$ cat src/rtl/add_stream_sink.sv
// -----------------------------------------------------------------------------
// add_stream_sink
//
// Consumer for the Add_Upper output stream `c`. Pops {data, eot} tokens from a
// FIFO and accumulates a signed sum and an element count. When the EOT token
// arrives, the observed length is compared against the expected count `n`.
// The block runs under the ap_start / ap_done / ap_idle / ap_ready task
// handshake, so a parent FSM can launch it next to Add_Upper.
//
// Parameters
//   DATA_WIDTH : stream payload width (the EOT flag is carried separately)
//   CNT_WIDTH  : width of n, count_out and sum_out
//
// Ports
//   ap_clk        in   clock
//   ap_rst        in   asynchronous active-high reset
//   ap_start      in   task start request (honoured only in IDLE)
//   ap_done       out  one-cycle pulse in the cycle after the EOT pop
//   ap_idle       out  high while the task is idle
//   ap_ready      out  one-cycle pulse in the cycle after a start is accepted
//   n             in   expected element count, latched when the start is accepted
//   c_s_dout      in   FIFO head payload
//   c_s_dout_eot  in   FIFO head is an end-of-transfer token
//   c_s_empty_n   in   FIFO holds at least one token
//   c_s_read      out  pop strobe (combinational)
//   sum_out       out  accumulated sign-extended sum, wraps modulo 2^CNT_WIDTH
//   count_out     out  number of data tokens consumed
//   err_out       out  [0] length mismatch at EOT, [1] overrun (sticky)
// -----------------------------------------------------------------------------
module add_stream_sink #(
    parameter int DATA_WIDTH = 32,
    parameter int CNT_WIDTH  = 64
) (
    input  logic                  ap_clk,
    input  logic                  ap_rst,
    input  logic                  ap_start,
    output logic                  ap_done,
    output logic                  ap_idle,
    output logic                  ap_ready,
    input  logic [CNT_WIDTH-1:0]  n,
    input  logic [DATA_WIDTH-1:0] c_s_dout,
    input  logic                  c_s_dout_eot,
    input  logic                  c_s_empty_n,
    output logic                  c_s_read,
    output logic [CNT_WIDTH-1:0]  sum_out,
    output logic [CNT_WIDTH-1:0]  count_out,
    output logic [1:0]            err_out
);

    typedef enum logic [1:0] {
        IDLE = 2'd0,
        RUN  = 2'd1,
        DONE = 2'd2
    } state_t;

    state_t                 state_reg;
    state_t                 state_next;

    logic [CNT_WIDTH-1:0]   n_reg;
    logic [CNT_WIDTH-1:0]   n_next;
    logic [CNT_WIDTH-1:0]   sum_reg;
    logic [CNT_WIDTH-1:0]   sum_next;
    logic [CNT_WIDTH-1:0]   count_reg;
    logic [CNT_WIDTH-1:0]   count_next;
    logic [1:0]             err_reg;
    logic [1:0]             err_next;
    logic                   ready_reg;
    logic                   ready_next;
    logic                   done_reg;
    logic                   done_next;

    logic                   pop;
    logic                   pop_data;
    logic                   pop_eot;
    logic [CNT_WIDTH-1:0]   data_ext;

    // The payload is a signed quantity: replicate its MSB up to the
    // accumulator width before adding.
    assign data_ext = {{(CNT_WIDTH-DATA_WIDTH){c_s_dout[DATA_WIDTH-1]}}, c_s_dout};

    // The sink never back-pressures, so a pop happens whenever RUN sees a
    // non-empty FIFO.
    assign pop      = (state_reg == RUN) && c_s_empty_n;
    assign pop_data = pop && !c_s_dout_eot;
    assign pop_eot  = pop &&  c_s_dout_eot;

    // ------------------------------------------------------------------
    // Next-state and datapath logic
    // ------------------------------------------------------------------
    always_comb begin
        state_next = state_reg;
        n_next     = n_reg;
        sum_next   = sum_reg;
        count_next = count_reg;
        err_next   = err_reg;
        ready_next = 1'b0;
        done_next  = 1'b0;

        unique case (state_reg)
            IDLE: begin
                if (ap_start) begin
                    // Results of the previous task remain visible until this
                    // point, so the parent can read them at any time while idle.
                    n_next     = n;
                    sum_next   = '0;
                    count_next = '0;
                    err_next   = 2'b00;
                    ready_next = 1'b1;
                    state_next = RUN;
                end
            end

            RUN: begin
                if (pop_data) begin
                    sum_next   = sum_reg + data_ext;
                    count_next = count_reg + 1'b1;
                    // This token is element number count_reg (counting from
                    // zero); if that index is already >= n, the stream is longer
                    // than announced. The flag stays set for the rest of the task.
                    if (count_reg >= n_reg) begin
                        err_next[1] = 1'b1;
                    end
                end else if (pop_eot) begin
                    // The EOT payload carries no data and is discarded.
                    err_next[0] = (count_reg != n_reg);
                    done_next   = 1'b1;
                    state_next  = DONE;
                end
            end

            DONE: begin
                state_next = IDLE;
            end

            default: begin
                state_next = IDLE;
            end
        endcase
    end

    // ------------------------------------------------------------------
    // State registers
    // ------------------------------------------------------------------
    always_ff @(posedge ap_clk or posedge ap_rst) begin
        if (ap_rst) begin
            state_reg <= IDLE;
            n_reg     <= '0;
            sum_reg   <= '0;
            count_reg <= '0;
            err_reg   <= 2'b00;
            ready_reg <= 1'b0;
            done_reg  <= 1'b0;
        end else begin
            state_reg <= state_next;
            n_reg     <= n_next;
            sum_reg   <= sum_next;
            count_reg <= count_next;
            err_reg   <= err_next;
            ready_reg <= ready_next;
            done_reg  <= done_next;
        end
    end

    // ------------------------------------------------------------------
    // Outputs
    // ------------------------------------------------------------------
    // done_reg is set by the EOT pop, so it is high exactly while the FSM
    // is in DONE.
    assign ap_done   = done_reg;
    assign ap_ready  = ready_reg;
    assign ap_idle   = (state_reg == IDLE);
    assign c_s_read  = pop;
    assign sum_out   = sum_reg;
    assign count_out = count_reg;
    assign err_out   = err_reg;

endmodule

$ cat config.mk
export PLATFORM = sky130hd
export DESIGN_NAME = add_stream_sink
export DESIGN_NICKNAME = d
export VERILOG_FILES = /design/src/rtl/add_stream_sink.sv
export SDC_FILE = /design/constraint.sdc
export NUM_CORES = 1
export LEC_CHECK = 0
export CELL_PAD_IN_SITES_DETAIL_PLACEMENT = 1
export CELL_PAD_IN_SITES_GLOBAL_PLACEMENT = 2
export CORE_AREA = 2 2 206 208
export DETAILED_ROUTE_END_ITERATION = 16
export DIE_AREA = 0 0 208 210
export PLACE_DENSITY_LB_ADDON = 0.1
export RECOVER_POWER = 100
export SKIP_CTS_REPAIR_TIMING = 1
export SLEW_MARGIN = 20
export SYNTH_ARGS = -nofsm -noshare
export SYNTH_HDL_FRONTEND = slang
export SYNTH_SLANG_ARGS = --single-unit
$ cat constraint.sdc
create_clock -name ap_clk -period 9 [get_ports ap_clk]
set_input_delay 1.8 -clock ap_clk [delete_from_list [all_inputs] [get_ports ap_clk]]
set_output_delay 1.8 -clock ap_clk [all_outputs]
set_load 0.005 [all_outputs]
---- Word level (Yosys, flattened, before mapping) ----
Index checks and enable logic that the tools add are counted.
word-level totals
  bits in registers ....................... 198
  input bits .............................. 101
  output and inout port bits .............. 134
  logic and storage cells ................. 49
cells by class
  add/subtract/negate cells ............... 2
  order comparisons ....................... 1
  eq/ne operators ......................... 7
  muxes and demuxes ....................... 20
  reduce and logical (&&, ||, !) cells .... 11
operator list
  cell                                                                    number
  64-bit case mux with 2 select lines                                     2
  64-bit 2-to-1 mux                                                       3
  64-bit by 1-bit adder with 64-bit output (second input constant)        1
  64-bit adder                                                            1
  64-bit greater-or-equal comparator                                      1
  64-bit != test                                                          1
  1-bit 2-to-1 mux                                                        9
  2-bit 2-to-1 mux                                                        4
  2-bit != test (second input constant)                                   4
  2-bit case mux with 2 select lines                                      2
  4-bit AND reduction                                                     2
  3-bit AND reduction                                                     2
  1-bit logical AND                                                       3
  2-bit by 1-bit equality test with 1-bit output (second input constant)  1
  2-bit zero test                                                         1
  2-bit by 1-bit != test with 1-bit output (second input constant)        1
  2-bit AND reduction                                                     1
  2-bit nonzero test                                                      1
  1-bit zero test                                                         1

---- Depth between registers and ports, before layout ----
  depth in word-level cells ............... 6
  depth in mapped cells ................... 12
  gate-level depth less buffers ........... 12

---- Least setup slack after synthesis ----
OpenSTA, ideal clock, no wires.
  path type ............................... input port to flip-flop
  from .................................... input port c_s_dout[0]
  to ...................................... register sum_reg[56] (netlist: sum_out[56])
  library setup time ...................... 132 ps
  arrival time ............................ 4373 ps
  data required time ...................... 8868 ps
  path slack .............................. 4495 ps
  stages .................................. 12
  path buffers ............................ 0
  cells stage by stage .................... ha_1 fa_1 a211oi_1 nor2_1 o31a_1 o211ai_1 a2111oi_2 o31ai_1 o21ai_1 a31oi_1 xor2_1 o21ai_1
on the way
  cells in the longest elaborated chain, start to end .. 3
RTL lines
  what                                 line  RTL
  from (decl)                          41    input logic [DATA_WIDTH-1:0] c_s_dout,
  64-bit adder                         115   sum_next = sum_reg + data_ext;
  64-bit 2-to-1 mux                    114   if (pop_data) begin
  64-bit case mux with 2 select lines  99    unique case (state_reg)
  to (signal assigned)                 156   sum_reg <= sum_next;
  to (decl)                            61    logic [CNT_WIDTH-1:0] sum_reg;
Every way passes these cells. The select of a mux whose other input is x is not followed.
A chain may end at the register's enable or synchronous reset.

---- Worst setup path after layout ----
  from .................................... input port ap_start
  to ...................................... register n_reg[56]
on the way
  cells in the longest elaborated chain, start to end .. 1
RTL lines
  what                           line  RTL
  from (decl)                    36    input logic ap_start,
  2-bit AND reduction (no line)  n/a
  to (signal assigned)           155   n_reg <= n_next;
  to (decl)                      59    logic [CNT_WIDTH-1:0] n_reg;
Every way passes these cells.

==> results.md <==
* HPWL after detailed placement at approximately 32000 um
* Slowest stage delay, CP at slightly below 2 ns
* Min-delay src: n_reg[0]$_DFFE_PP0P_
* Flop2flop setup slack at roughly 4.6 ns
* Primary FF master, synth: dfrtp_1
* Sequential-to-total area share from yosys stat at a little under two fifths
* Failing checks: max-capacitance violations, max-slew violations
* CP max FO at roughly 120
* Stages on the worst setup path at 7
* Worst R2R Start: state_reg[1]$_DFFE_PP0P_
* TritonCTS clock tree: done
* PortBufs at 234
* Num CTS Buffers at 17
* Post-synth top area share at between 30% and 40%
* Synth cell types at 76
* Kind of cell adding the most delay to the critical path: buffers and inverters
* Pre-Repair DR Iteration Count at 4
* Number of global-route vias before repair at roughly 12000
* Grt peak-use layer: met2
* Final instance area at around 17000 um^2
* Via Count at ~12000
* Vias/cell at slightly above 5
* Core outline area at 41500 um^2
* CP Cell Sequence: dlygate4sd3_1 > nand2_1 > buf_4 > clkinvlp_2 > buf_6 > nand2_1 > o21ai_0
* Leak at between 0.007 and 0.008 uW
* Area of the mapped netlist at ~13000 um^2
* PD cells at approximately 250 nW/um^2
* Area grow syn2layout at 26.0%
* Critical Path Sink Type: flop
* Met3 Track Usage GR at around 3.4%
* Measured slew at the worst slew-check pin at 3.44 ns
* Minimum clock period at between 5 and 6 ns
* Met2 Usage GRT at about a third
* Crit path buffers/inverters at 4
* Placement Cell Area at around 16000 um^2
* IR drop worst, VDD at roughly 0.13 mV
* Drt drc at 0
* Main area contributors after synthesis: dfrtp_1, ha_1, nand2_1
* H-tree depth at 4
* Total track usage at around 20%
* Fin nets at a little under 2000
* EDFF count, synth at 0
* Mapped Cells at ~1500
* Root buf cell: clkbuf_16
* Hold Crit Class: flop to flop
* Critical Path RT at ~9.3 ns
* Hold path depth at 2
* Setup violations, final at 0
* Routed wire length at 42800 um
* Insertion delay to the later sink of the worst-skew pair at 0.47 ns
* Fmax at 0.172 GHz
* RePlAce Congestion at between 0.8 and 0.9
* GRT Residual Overflow at 0
* Register-to-Register Path Depth at 7
* DRT antenna net count at 0
* Final Cycle Share at about 65%
* CP Launch Type: primary input
* Fin. max-slew vios at 203
* First-pass GRT wire length at about 68000 um
* M1 GR Usage at 26.1%
* Syn_area_per_cell at about 8.7 um^2
* Rel. slew slack at -130%
* Largest net degree at the start of global routing at roughly 130
* Setup CP Type: primary input to flop
* Most used cell, CP: nand2_1
* TNS Setup at 0 ns
* Skew final at about 0.012 ns
* Worst r2r dst: n_reg[56]$_DFFE_PP0P_
* Core Rows at 75
* Die X at 208 um
* Final Hold Vio Count at 0
* DIE AREA at roughly 44000 um^2
* Synth warnings at 0
* RSZ-0062 raised after global routing: false
* Post-synth ARST share at between 90% and 100%
* Initial Util at a little under a third
* Clk buf depth at 2
* Leading area contributor after synthesis: dfrtp_1
* Post-synthesis register bit count at 198
* Iter 0 DRT Violations at between 500 and 600
* Die height at around 210 um
* Sink Count at between 150 and 200
* WP data arrival at between 6 and 7 ns
* CP max stage cell: clkinvlp_2
* Ports at roughly 240
* Initial antenna violation count at 1
* Syn_nets at 1737
* Worst Hold End: n_reg[0]$_DFFE_PP0P_
* Clk pin slew, worst setup/hold paths at about 0.08 ns
* Ratio of cells with drive above 1 in the final layout at roughly 3.8%
* Status: finished with violations
* DR WL/cell at roughly 19 um
* Max Cap Viol at 3
[cell usage in the layout (no fill, tap or decap), types with 10 or more instances in the layout]
master           count
dfrtp_1            198
nand2_1            188
o21ai_0            156
dlygate4sd3_1      139
ha_1               128
nor2_1              99
a21oi_1             95
clkdlybuf4s50_1     95
inv_1               85
xor2_1              67
a21o_1              64
nand4_1             50
nand3_1             44
xnor2_1             42
nor3_1              23
clkbuf_16           17
o21ai_1             16
or3_1               14
o31ai_1             14
nor2b_1             13
a31oi_1             11
o21a_1              11
nand2b_1            10
[logic make-up (layout without fill, tap and decap cells)]
group | Yosys count | in the layout | share of synthesized area (%)
other | 0 | 1 | 0
buffers and inverters | 149 | 361 | 4.43
multiplexers | 2 | 2 | 0.153
XOR/XNOR | 109 | 109 | 7.28
adder cells (fa/ha/maj) | 129 | 129 | 12.4
AND/OR/NAND/NOR | 500 | 500 | 18.4
flip-flops | 198 | 198 | 37.8
AO/OA/AOI/OAI | 420 | 420 | 19.6
[metal layers]
layer	part of all wire [%]	up-vias
li1	-	5701
met1	46	5745
met2	49	167
met3	3.2	36
met4	1.4	2
met5	0.030	-
[tightest hold or removal path: stages (launching register included)]
cell and delay, ns:
dfrtp_1 0.35, nand2_1 0.06, nand2_1 0.06
[how the worst max path moves through the flow]
stage | startpoint | end | slack [ns]
after CTS | c_s_dout[0] | sum_out[62]$_DFFE_PP0P_ | 3.84
after global routing | ap_start | n_reg[56]$_DFFE_PP0P_ | 2.66
after floorplan | ap_rst | ap_done$_DFF_PP0_ | 1.80
after global placement | c_s_dout[0] | sum_out[56]$_DFFE_PP0P_ | 3.44
final | ap_start | n_reg[56]$_DFFE_PP0P_ | 3.18
after detailed placement | c_s_dout[0] | sum_out[62]$_DFFE_PP0P_ | 3.34
[power breakdown]
part	switching [uW]	internal [uW]
Combinational	1220	868
Clock	405	400
Sequential	162	1150
Total	1780	2420
[cell usage after synthesis, types with 42 or more instances]
cell      number
a21o_1        64
a21oi_1       95
clkbuf_1      53
dfrtp_1      198
ha_1         128
inv_1         86
nand2_1      188
nand3_1       44
nand4_1       50
nor2_1        99
o21ai_0      139
xnor2_1       42
xor2_1        67
[per-stage QoR]
stage               power (uW)  hold WS [ns]  util, %  instances  worst slack (ns)
floorplan                 2690         0.450        -       1507              1.80
global placement          3470         0.478     38.4       2225              3.44
detailed placement        3510         0.480     38.4       2225              3.34
CTS                       4350         0.501     39.8       2257              3.84
global route              4580         0.537     39.8       2258              2.66
finish                    4200         0.491     39.8       2259              3.18
[area by class of cell]
type | instances | area, um^2
fill | 4876 | 25000
multi-input combinational | 1160 | 7550
sequential | 198 | 4950
timing repair buffer | 242 | 2420
tap | 539 | 674
clock buffer | 19 | 443
inverter | 87 | 329
clock inverter | 13 | 139
antenna | 1 | 2.50
Note: power is estimated with default switching activity, not from simulation.
